## src/rtl/led_debug_display.sv

```systemverilog
`default_nettype none
// ============================================================================
//  Module   : led_debug_display
//  Brief    : LED debug front-end. Snapshots a debug word and shows it on a
//             bank of data LEDs as group-OR, scrolling or frozen pages, or a
//             lamp test. Also drives a heartbeat LED and an error LED with a
//             sticky, blinking bus-error latch.
//  Revision : 1.0 - initial release
// ============================================================================
module led_debug_display #(
    parameter int DATA_W     = 32,
    parameter int LED_W      = 8,
    parameter int HB_TICKS   = 25_000_000,
    parameter int PAGE_TICKS = 50_000_000,
    localparam int c_PAGE_W  = ((DATA_W / LED_W) > 1) ? $clog2(DATA_W / LED_W) : 1
) (
    input  logic                clk,
    input  logic                rst_n,
    input  logic [DATA_W-1:0]   data_in,
    input  logic [1:0]          mode,
    input  logic                err_in,
    input  logic                err_clr,
    output logic [LED_W+1:0]    led,
    output logic [c_PAGE_W-1:0] page
);

    localparam int c_PAGES = DATA_W / LED_W;
    localparam int c_GRP   = c_PAGES;
    localparam int c_HB_W  = $clog2(HB_TICKS);
    localparam int c_PT_W  = $clog2(PAGE_TICKS);

    localparam logic [1:0] c_MODE_OR     = 2'd0;
    localparam logic [1:0] c_MODE_SCROLL = 2'd1;
    localparam logic [1:0] c_MODE_FREEZE = 2'd2;
    localparam logic [1:0] c_MODE_LAMP   = 2'd3;

    localparam logic [c_HB_W-1:0]   c_HB_LAST = c_HB_W'(HB_TICKS - 1);
    localparam logic [c_HB_W-1:0]   c_HB_ONE  = c_HB_W'(1);
    localparam logic [c_PT_W-1:0]   c_PT_LAST = c_PT_W'(PAGE_TICKS - 1);
    localparam logic [c_PT_W-1:0]   c_PT_ONE  = c_PT_W'(1);

    logic [DATA_W-1:0]   r_snap;
    logic [1:0]          r_mode_q;
    logic [c_PT_W-1:0]   r_ptick;
    logic [c_PAGE_W-1:0] r_page;
    logic [c_HB_W-1:0]   r_htick;
    logic                r_hb;
    logic                r_err_q;
    logic                r_err_st;
    logic [LED_W+1:0]    r_led;

    logic                w_page_mode;
    logic                w_mode_chg;
    logic                w_pt_wrap;
    logic [c_PAGE_W-1:0] w_page_nxt;
    logic [LED_W-1:0]    w_grp;
    logic [LED_W-1:0]    w_sel;
    logic [LED_W-1:0]    w_data;
    logic                w_lamp;
    logic                w_hb_led;
    logic                w_err_led;
    logic                w_err_rise;

    assign w_page_mode = (mode == c_MODE_SCROLL) || (mode == c_MODE_FREEZE);
    assign w_mode_chg  = (mode != r_mode_q);
    assign w_pt_wrap   = w_page_mode && !w_mode_chg && (r_ptick == c_PT_LAST);
    assign w_lamp      = (mode == c_MODE_LAMP);
    assign w_err_rise  = err_in && !r_err_q;

    // Snapshot follows the core every cycle except while frozen
    always_ff @(posedge clk or negedge rst_n) begin
        if (!rst_n) begin
            r_snap <= '0;
        end else if (mode != c_MODE_FREEZE) begin
            r_snap <= data_in;
        end
    end

    // Previous mode, used to detect any mode change
    always_ff @(posedge clk or negedge rst_n) begin
        if (!rst_n) begin
            r_mode_q <= c_MODE_OR;
        end else begin
            r_mode_q <= mode;
        end
    end

    // Page dwell counter: runs only in page modes, restarts on mode change
    always_ff @(posedge clk or negedge rst_n) begin
        if (!rst_n) begin
            r_ptick <= '0;
        end else if (w_mode_chg || !w_page_mode || (r_ptick == c_PT_LAST)) begin
            r_ptick <= '0;
        end else begin
            r_ptick <= r_ptick + c_PT_ONE;
        end
    end

    generate
        if (c_PAGES > 1) begin : g_multi_page
            localparam logic [c_PAGE_W-1:0] c_PAGE_LAST = c_PAGE_W'(c_PAGES - 1);
            localparam logic [c_PAGE_W-1:0] c_PAGE_ONE  = c_PAGE_W'(1);
            logic [LED_W-1:0] w_pages [c_PAGES];

            // Next page index; LEDs index with it so led and page stay aligned
            always_comb begin
                w_page_nxt = r_page;
                if (w_mode_chg || !w_page_mode) begin
                    w_page_nxt = '0;
                end else if (w_pt_wrap) begin
                    w_page_nxt = (r_page == c_PAGE_LAST) ? '0 : r_page + c_PAGE_ONE;
                end
            end

            for (genvar p = 0; p < c_PAGES; p++) begin : g_page_slice
                assign w_pages[p] = r_snap[p*LED_W +: LED_W];
            end

            assign w_sel = w_pages[w_page_nxt];
        end else begin : g_single_page
            assign w_page_nxt = '0;
            assign w_sel      = r_snap[LED_W-1:0];
        end
    endgenerate

    // Displayed page index
    always_ff @(posedge clk or negedge rst_n) begin
        if (!rst_n) begin
            r_page <= '0;
        end else begin
            r_page <= w_page_nxt;
        end
    end

    generate
        for (genvar i = 0; i < LED_W; i++) begin : g_group_or
            assign w_grp[i] = |r_snap[i*c_GRP +: c_GRP];
        end
    endgenerate

    // Data LED source selection by display mode
    always_comb begin
        w_data = '0;
        case (mode)
            c_MODE_OR:     w_data = w_grp;
            c_MODE_SCROLL: w_data = w_sel;
            c_MODE_FREEZE: w_data = w_sel;
            default:       w_data = '1;
        endcase
    end

    // Free-running heartbeat: hb toggles once per HB_TICKS cycles
    always_ff @(posedge clk or negedge rst_n) begin
        if (!rst_n) begin
            r_htick <= '0;
            r_hb    <= 1'b0;
        end else if (r_htick == c_HB_LAST) begin
            r_htick <= '0;
            r_hb    <= ~r_hb;
        end else begin
            r_htick <= r_htick + c_HB_ONE;
        end
    end

    // Sticky error: set on err_in rising edge, cleared by err_clr, set wins
    always_ff @(posedge clk or negedge rst_n) begin
        if (!rst_n) begin
            r_err_q  <= 1'b0;
            r_err_st <= 1'b0;
        end else begin
            r_err_q <= err_in;
            if (w_err_rise) begin
                r_err_st <= 1'b1;
            end else if (err_clr) begin
                r_err_st <= 1'b0;
            end
        end
    end

    assign w_hb_led  = w_lamp || r_hb;
    assign w_err_led = w_lamp || err_in || (r_err_st && r_hb);

    // Registered LED outputs
    always_ff @(posedge clk or negedge rst_n) begin
        if (!rst_n) begin
            r_led <= '0;
        end else begin
            r_led <= {w_err_led, w_hb_led, w_data};
        end
    end

    assign led  = r_led;
    assign page = r_page;

endmodule
`default_nettype wire
```

## config.mk

```make
export PLATFORM = sky130hd
export DESIGN_NAME = led_debug_display
export DESIGN_NICKNAME = d
export VERILOG_FILES = /design/src/rtl/led_debug_display.sv
export SDC_FILE = /design/constraint.sdc
export NUM_CORES = 1
export LEC_CHECK = 0
export BUFFER_PORTS_ARGS = -buffer_cell sky130_fd_sc_hd__buf_2
export CORE_ASPECT_RATIO = 0.9
export CORE_MARGIN = 2
export CORE_UTILIZATION = 40
export DETAILED_ROUTE_END_ITERATION = 7
export GPL_ROUTABILITY_DRIVEN = 0
export PLACE_DENSITY_LB_ADDON = 0.2
export SKIP_CTS_REPAIR_TIMING = 1
export SLEW_MARGIN = 0
export SYNTH_ARGS = -nofsm -noshare
export SYNTH_HDL_FRONTEND = slang
export SYNTH_SLANG_ARGS = --single-unit
```

## constraint.sdc

```tcl
create_clock -name clk -period 3.7 [get_ports clk]
set_input_delay 0.74 -clock clk [delete_from_list [all_inputs] [get_ports clk]]
set_output_delay 0.74 -clock clk [all_outputs]
set_load 0.005 [all_outputs]
```

Yosys cells after proc, flatten, opt, wreduce, memory -nomap -nowiden
Cells that the tools add are included.

RAM bits: 0. Memories: 0. Register bits after elaboration: 100. Word-level logic and storage cells: 58. ROM bits: 0. Input bits: 38. Output and inout port bits: 12. Latch bits: 0.

Shifts and indexed selects: 0. $lt $le $gt $ge: 1. Reductions and logical operators: 24. Add/sub/neg operators: 3. Bitwise logic cells: 2. Eq/ne operators: 8. Div/mod/pow operators: 0. Multiply operators: 0. Muxes and demuxes: 11.

Operators by type and width (count): OR reduction 4 bit (8); adder 26 x 1 -> 26 bit, second input constant (1); equality test 26 bit, second input constant (1); two-way mux 26 bit (1); adder 25 x 1 -> 25 bit, second input constant (1); equality test 25 bit, second input constant (1); two-way mux 25 bit (1); binary-select mux 8 bit (select 2 bit) (1); two-way mux 8 bit (2); case mux 8 bit (2 select lines) (1); equality test 2 bit, second input constant (3); logical OR 1 bit (6); two-way mux 2 bit (3); logical AND 1 bit (4); greater-or-equal comparator 3 bit, second input constant (1); logical NOT 1 bit (3); inverter 2 -> 3 bit (1); adder 2 x 1 -> 2 bit, second input constant (1); equality test 2 x 1 -> 1 bit, second input constant (1); logical NOT 2 bit (1); two-way mux 1 bit (2); != test 2 bit (1); != test 2 bit, second input constant (1); nonzero test 2 bit (1); other kinds (2) (2).

Logic depth before layout (Yosys ltp)
Depth in word-level cells: 11. Gate-level depth with buffers: 9. Depth with buffers taken out: 8.

Worst setup path before layout
No wires, ideal clock.

Path type: reg2reg. Start: register r_ptick[0]. End: register r_led[0] (netlist: led[0]). Stages on the path, launching flop included: 10. Data required time: 3.541 ns. Setup time: 0.159 ns. Buffers on the path: 2. Clock period less this slack: 2.353 ns. Setup slack: 1.347 ns. Arrival: 2.194 ns. Cells stage by stage: dfrtp_1 > ha_1 > and4_4 > nand3_4 > or4_4 > buf_6 > a21o_1 > buf_6 > a221oi_2 > a41oi_1.

Longest elaborated chain between the ends: 9.

Ends and longest elaborated chain: start, declared (RTL line 44) `logic [c_PT_W-1:0] r_ptick;`; start signal, assigned (RTL line 95) `r_ptick <= r_ptick + c_PT_ONE;`; equality test 26 bit (RTL line 66) `assign w_pt_wrap = w_page_mode && !w_mode_chg && (r_ptick == c_PT_LAST);`; logical AND 1 bit (RTL line 66); two-way mux 2 bit (RTL line 110) `end else if (w_pt_wrap) begin`; two-way mux 2 bit (RTL line 108) `if (w_mode_chg || !w_page_mode) begin`; via w_page_nxt[0] (RTL line 55) `logic [c_PAGE_W-1:0] w_page_nxt;`; inverter 2 -> 3 bit (implied by the code) (RTL line 119) `assign w_sel = w_pages[w_page_nxt];`; binary-select mux 8 bit (select 2 bit) (RTL line 119); two-way mux 8 bit (implied by the code) (2 in series) (RTL line 119); case mux 8 bit (2 select lines) (RTL line 144) `case (mode)`; via w_data[0] (RTL line 58) `logic [LED_W-1:0] w_data;`; end signal, assigned (RTL line 188) `r_led <= {w_err_led, w_hb_led, w_data};`; end, declared (RTL line 50) `logic [LED_W+1:0] r_led;`.

The timed path passes the listed nets, and every way through them passes these cells. The select of a mux whose other input is x is not followed. A chain may end at the register's enable or synchronous reset.

Worst setup path in the final report
Start: register r_ptick[0]. End: register r_led[6] (netlist: led[6]).

Longest elaborated chain between the ends: 9.

Ends and longest elaborated chain (RTL line): equality test 26 bit (66); logical AND 1 bit (66); two-way mux 2 bit (110); two-way mux 2 bit (108); inverter 2 -> 3 bit (implied by the code) (119); binary-select mux 8 bit (select 2 bit) (119); two-way mux 8 bit (implied by the code) (2 in series) (119); case mux 8 bit (2 select lines) (144); via w_data[6] (58).

The timed path passes the listed nets, and every way through them passes these cells. The select of a mux whose other input is x is not followed.

==> impl_metrics.xml <==
<?xml version="1.0" encoding="UTF-8"?>
<metrics>
  <group name="run_status">
    <metric name="result_of_the_run" unit="">finished, final reports clean</metric>
  </group>
  <group name="finish">
    <metric name="mostFrequentLayoutCells" unit="">sky130_fd_sc_hd__dfrtp_1, sky130_fd_sc_hd__nand2_1, sky130_fd_sc_hd__buf_2</metric>
    <metric name="final_layout_size_suffix_gt1_share" unit="%">24.11</metric>
    <metric name="syn_to_final_growth" unit="%">12.92</metric>
    <metric name="insertedDiodeCount" unit="">0</metric>
    <metric name="final_nets" unit="">574</metric>
    <metric name="mostFrequentLayoutCell" unit="">sky130_fd_sc_hd__dfrtp_1</metric>
    <metric name="final-instance-count-excl-fill" unit="">699</metric>
  </group>
  <group name="die">
    <metric name="die_y" unit="um">111.2</metric>
    <metric name="core_box_area" unit="mm2">0.01259</metric>
    <metric name="starting_density" unit="%">40.55</metric>
    <metric name="floorplan.die_area" unit="mm2">0.01368</metric>
    <metric name="design.portCount" unit="">50</metric>
    <metric name="placement_rows" unit="">39</metric>
    <metric name="die_width" unit="um">123.1</metric>
  </group>
  <group name="route">
    <metric name="dr.first_iter.drc_count" unit="">251</metric>
    <metric name="routed_via_density" unit="">5.338</metric>
    <metric name="detail_route.wirelength" unit="mm">11.06</metric>
    <metric name="post-route-drc-count" unit="">0</metric>
    <metric name="detail_route.wl_per_cell" unit="um">15.82</metric>
    <metric name="vias" unit="">3731</metric>
    <metric name="detailedRoute.firstPassIterationCount" unit="">4</metric>
    <metric name="antenna_violating_nets_post_route" unit="">0</metric>
  </group>
  <group name="timing">
    <metric name="timing.hold.ws" unit="ns">0.3424</metric>
    <metric name="slew_headroom" unit="%">44.54</metric>
    <metric name="timing.clock.skew" unit="ns">0.008751</metric>
    <metric name="tightestPinTransition" unit="ns">0.8243</metric>
    <metric name="timing.final.crit_period" unit="ns">2.780</metric>
    <metric name="grt_setup_unrepaired" unit="">false</metric>
    <metric name="clock.fmax" unit="GHz">0.3597</metric>
    <metric name="layout_worst_path_cycle_share" unit="%">75.13</metric>
    <metric name="setup-tns-final" unit="ns">0</metric>
    <metric name="finalMaxSlewViolations" unit="">0</metric>
    <metric name="finalHoldViolCount" unit="">0</metric>
    <metric name="setup_viol" unit="">0</metric>
  </group>
  <group name="pwr">
    <metric name="worst_ir_drop_vdd" unit="uV">246.7</metric>
    <metric name="leakage_power" unit="nW">2.470</metric>
    <metric name="pwr_density_cell" unit="mW/mm2">413.0</metric>
    <metric name="total_power" unit="mW">2.380</metric>
  </group>
  <group name="logic_synthesis">
    <metric name="syn-mean-instance-area" unit="um2">10.53</metric>
    <metric name="ys_seq_elements" unit="">100</metric>
    <metric name="synth_nets" unit="">529</metric>
    <metric name="number_of_warnings_reported_in_the_yosys_synthesis_log" unit="">0</metric>
    <metric name="post_synthesis_cell_area" unit="mm2">0.005105</metric>
    <metric name="syn-instance-count" unit="">485</metric>
    <metric name="synth_enable_flop_cells" unit="">0</metric>
    <metric name="fraction_of_the_yosys_area_taken_by_sequential_cells" unit="%">49.02</metric>
    <metric name="synthFlopType" unit="">sky130_fd_sc_hd__dfrtp_1</metric>
    <metric name="yosysUniqueCellTypes" unit="">52</metric>
    <metric name="async_flop_share" unit="%">100.0</metric>
  </group>
  <group name="cts">
    <metric name="tritoncts.num_buffers" unit="">9</metric>
    <metric name="numClockSinks" unit="">100</metric>
    <metric name="htree_levels" unit="">3</metric>
    <metric name="clock-root-buffer" unit="">sky130_fd_sc_hd__clkbuf_16</metric>
    <metric name="clk_latency" unit="ns">0.34</metric>
    <metric name="clk_transition_reported_paths" unit="ns">0.07</metric>
    <metric name="buffer_levels_on_the_longest_clock_path" unit="">2</metric>
    <metric name="cts_tree" unit="">built</metric>
  </group>
  <group name="grt">
    <metric name="grt_antenna_before_repair" unit="">0</metric>
    <metric name="grt_first_pass_wirelength" unit="mm">18.66</metric>
    <metric name="via_count_of_the_first_global_routing_pass" unit="">3678</metric>
    <metric name="grtUsageTotal" unit="%">17.23</metric>
    <metric name="pin_count_of_the_biggest_net_entering_global_routing" unit="">37</metric>
    <metric name="overall_overflow_remaining_after_global_route" unit="">0</metric>
  </group>
  <group name="critical_path">
    <metric name="critical_path_arrival" unit="ns">2.94</metric>
    <metric name="startpoint_type_of_the_worst_setup_path" unit="">register</metric>
    <metric name="worstPathMaxFanout" unit="">8</metric>
    <metric name="crit_path_end_kind" unit="">register</metric>
    <metric name="endpoint_required_time_on_the_critical_path" unit="ns">3.86</metric>
    <metric name="critPathKind" unit="">reg -&gt; reg</metric>
  </group>
  <group name="placement">
    <metric name="hpwl" unit="mm">7.804</metric>
    <metric name="placed_cells_incl_taps" unit="">683</metric>
    <metric name="numPortBuffers" unit="">49</metric>
  </group>
  <group name="worst_hold_path">
    <metric name="hp-class" unit="">in -&gt; async</metric>
  </group>
  <group name="job">
    <metric name="cap_viol_max_count" unit="">0</metric>
  </group>
</metrics>
[worst max-delay path, cell delays in order (launching register included)]
cell and delay (ns):
sky130_fd_sc_hd__dfrtp_1 0.37, sky130_fd_sc_hd__ha_1 0.22, sky130_fd_sc_hd__and4_4 0.28, sky130_fd_sc_hd__nand3_4 0.13, sky130_fd_sc_hd__nor4_1 0.69, sky130_fd_sc_hd__nand2_1 0.45, sky130_fd_sc_hd__a221oi_2 0.37, sky130_fd_sc_hd__a41oi_1 0.09
[where the power goes]
group | total, mW | switching [mW] | leakage (nW) | internal (mW)
clock | 1.03 | 0.425 | 0.151 | 0.600
sequential | 1.18 | 0.0384 | 1.27 | 1.14
combinational | 0.180 | 0.0978 | 1.04 | 0.0818
[state kept, by name, indices dropped and copies added, names as in the netlist]
name      flops
led          10
page          2
r_err_q       1
r_err_st      1
r_hb          1
r_htick      25
r_mode_q      2
r_ptick      26
r_snap       32
[per-stage QoR]
step / cell area, um2 / worst slack [ns] / utilization (%)
2_1_floorplan: 5105 / 1.347 / -
3_3_place_gp: 5440 / 0.6991 / 43.21
3_5_place_dp: 5440 / 0.6375 / 43.21
4_1_cts: 5764 / 0.8983 / 45.79
5_1_grt: 5764 / 0.6014 / 45.79
6_report: 5764 / 0.9201 / 45.79
[synthesized netlist by cell type (2+ instances only)]
| cell | number | area share (%) |
|---|---|---|
| sky130_fd_sc_hd__and2_1 | 4 | 0.49 |
| sky130_fd_sc_hd__nand2_1 | 67 | 4.9 |
| sky130_fd_sc_hd__a21oi_1 | 11 | 1.1 |
| sky130_fd_sc_hd__ha_1 | 6 | 1.5 |
| sky130_fd_sc_hd__and2_2 | 2 | 0.29 |
| sky130_fd_sc_hd__nor2_1 | 46 | 3.4 |
| sky130_fd_sc_hd__xnor2_1 | 19 | 3.3 |
| sky130_fd_sc_hd__buf_2 | 2 | 0.20 |
| sky130_fd_sc_hd__xor2_1 | 25 | 4.3 |
| sky130_fd_sc_hd__a221oi_2 | 7 | 2.1 |
| sky130_fd_sc_hd__buf_1 | 3 | 0.22 |
| sky130_fd_sc_hd__nand4_1 | 13 | 1.6 |
| sky130_fd_sc_hd__nand3_1 | 28 | 2.7 |
| sky130_fd_sc_hd__a31oi_1 | 3 | 0.37 |
| sky130_fd_sc_hd__clkbuf_1 | 6 | 0.44 |
| sky130_fd_sc_hd__dfrtp_1 | 100 | 49 |
| sky130_fd_sc_hd__mux2i_1 | 2 | 0.39 |
| sky130_fd_sc_hd__and3_1 | 13 | 1.6 |
| sky130_fd_sc_hd__nor4_1 | 2 | 0.25 |
| sky130_fd_sc_hd__nor2b_1 | 2 | 0.25 |
| sky130_fd_sc_hd__and3_2 | 3 | 0.44 |
| sky130_fd_sc_hd__o21ai_0 | 7 | 0.69 |
| sky130_fd_sc_hd__or4_2 | 7 | 1.2 |
| sky130_fd_sc_hd__a32oi_1 | 7 | 1.2 |
| sky130_fd_sc_hd__nor3_1 | 4 | 0.39 |
| sky130_fd_sc_hd__or4_1 | 2 | 0.29 |
| sky130_fd_sc_hd__inv_1 | 10 | 0.74 |
| sky130_fd_sc_hd__clkbuf_8 | 5 | 1.3 |
| sky130_fd_sc_hd__mux2_2 | 33 | 7.3 |
| sky130_fd_sc_hd__a41oi_1 | 7 | 1.2 |
| sky130_fd_sc_hd__and4_1 | 3 | 0.51 |
| sky130_fd_sc_hd__or3_1 | 2 | 0.25 |
| sky130_fd_sc_hd__buf_6 | 4 | 0.88 |
| sky130_fd_sc_hd__o211ai_1 | 7 | 1.0 |
| sky130_fd_sc_hd__nor4b_1 | 6 | 1.0 |
[layout make-up]
cell class,count,area (um2)
Timing Repair Buffer,55,292.8
Clock buffer,10,229.0
Sequential cell,100,2502
Clock inverter,6,95.09
Inverter,10,37.54
Multi-Input combinational cell,354,2402
Tap cell,164,205.2
Fill cell,1185,6825
[cells by family (layout without fill, tap and decap cells)]
family / count (synthesis) / after routing / synth area share (%)
AO/OA/AOI/OAI: 56 / 56 / 8.750
XOR/XNOR: 44 / 44 / 7.549
adder cells (fa/ha/maj): 6 / 6 / 1.471
buffers and inverters: 31 / 81 / 3.922
flip-flops: 100 / 100 / 49.02
multiplexers: 35 / 35 / 7.672
AND/OR/NAND/NOR: 213 / 213 / 21.62
[final timing paths]
check	cells past startpoint	to	start	slack [ns]
min in group clk	1	r_err_st	r_err_q	0.45
max in group asynchronous	2	led[1]	rst_n	2.54
worst max register to register	7	led[6]	r_ptick[0]	0.92
worst min register to register	1	r_err_st	r_err_q	0.45
worst min-delay path	1	r_ptick[17]	rst_n	0.34
worst max-delay path	7	led[6]	r_ptick[0]	0.92
[per-layer routing]
metal | part of all wire, % | global-route usage (%) | up-vias
met5 | 0 | 0 | -
met4 | 0.84 | 4.091 | 0
met3 | 4.7 | 4.115 | 8
met2 | 45 | 25.60 | 76
met1 | 49 | 25.37 | 1831
li1 | - | - | 1816
No activity file was read; power rests on OpenSTA's default activity.
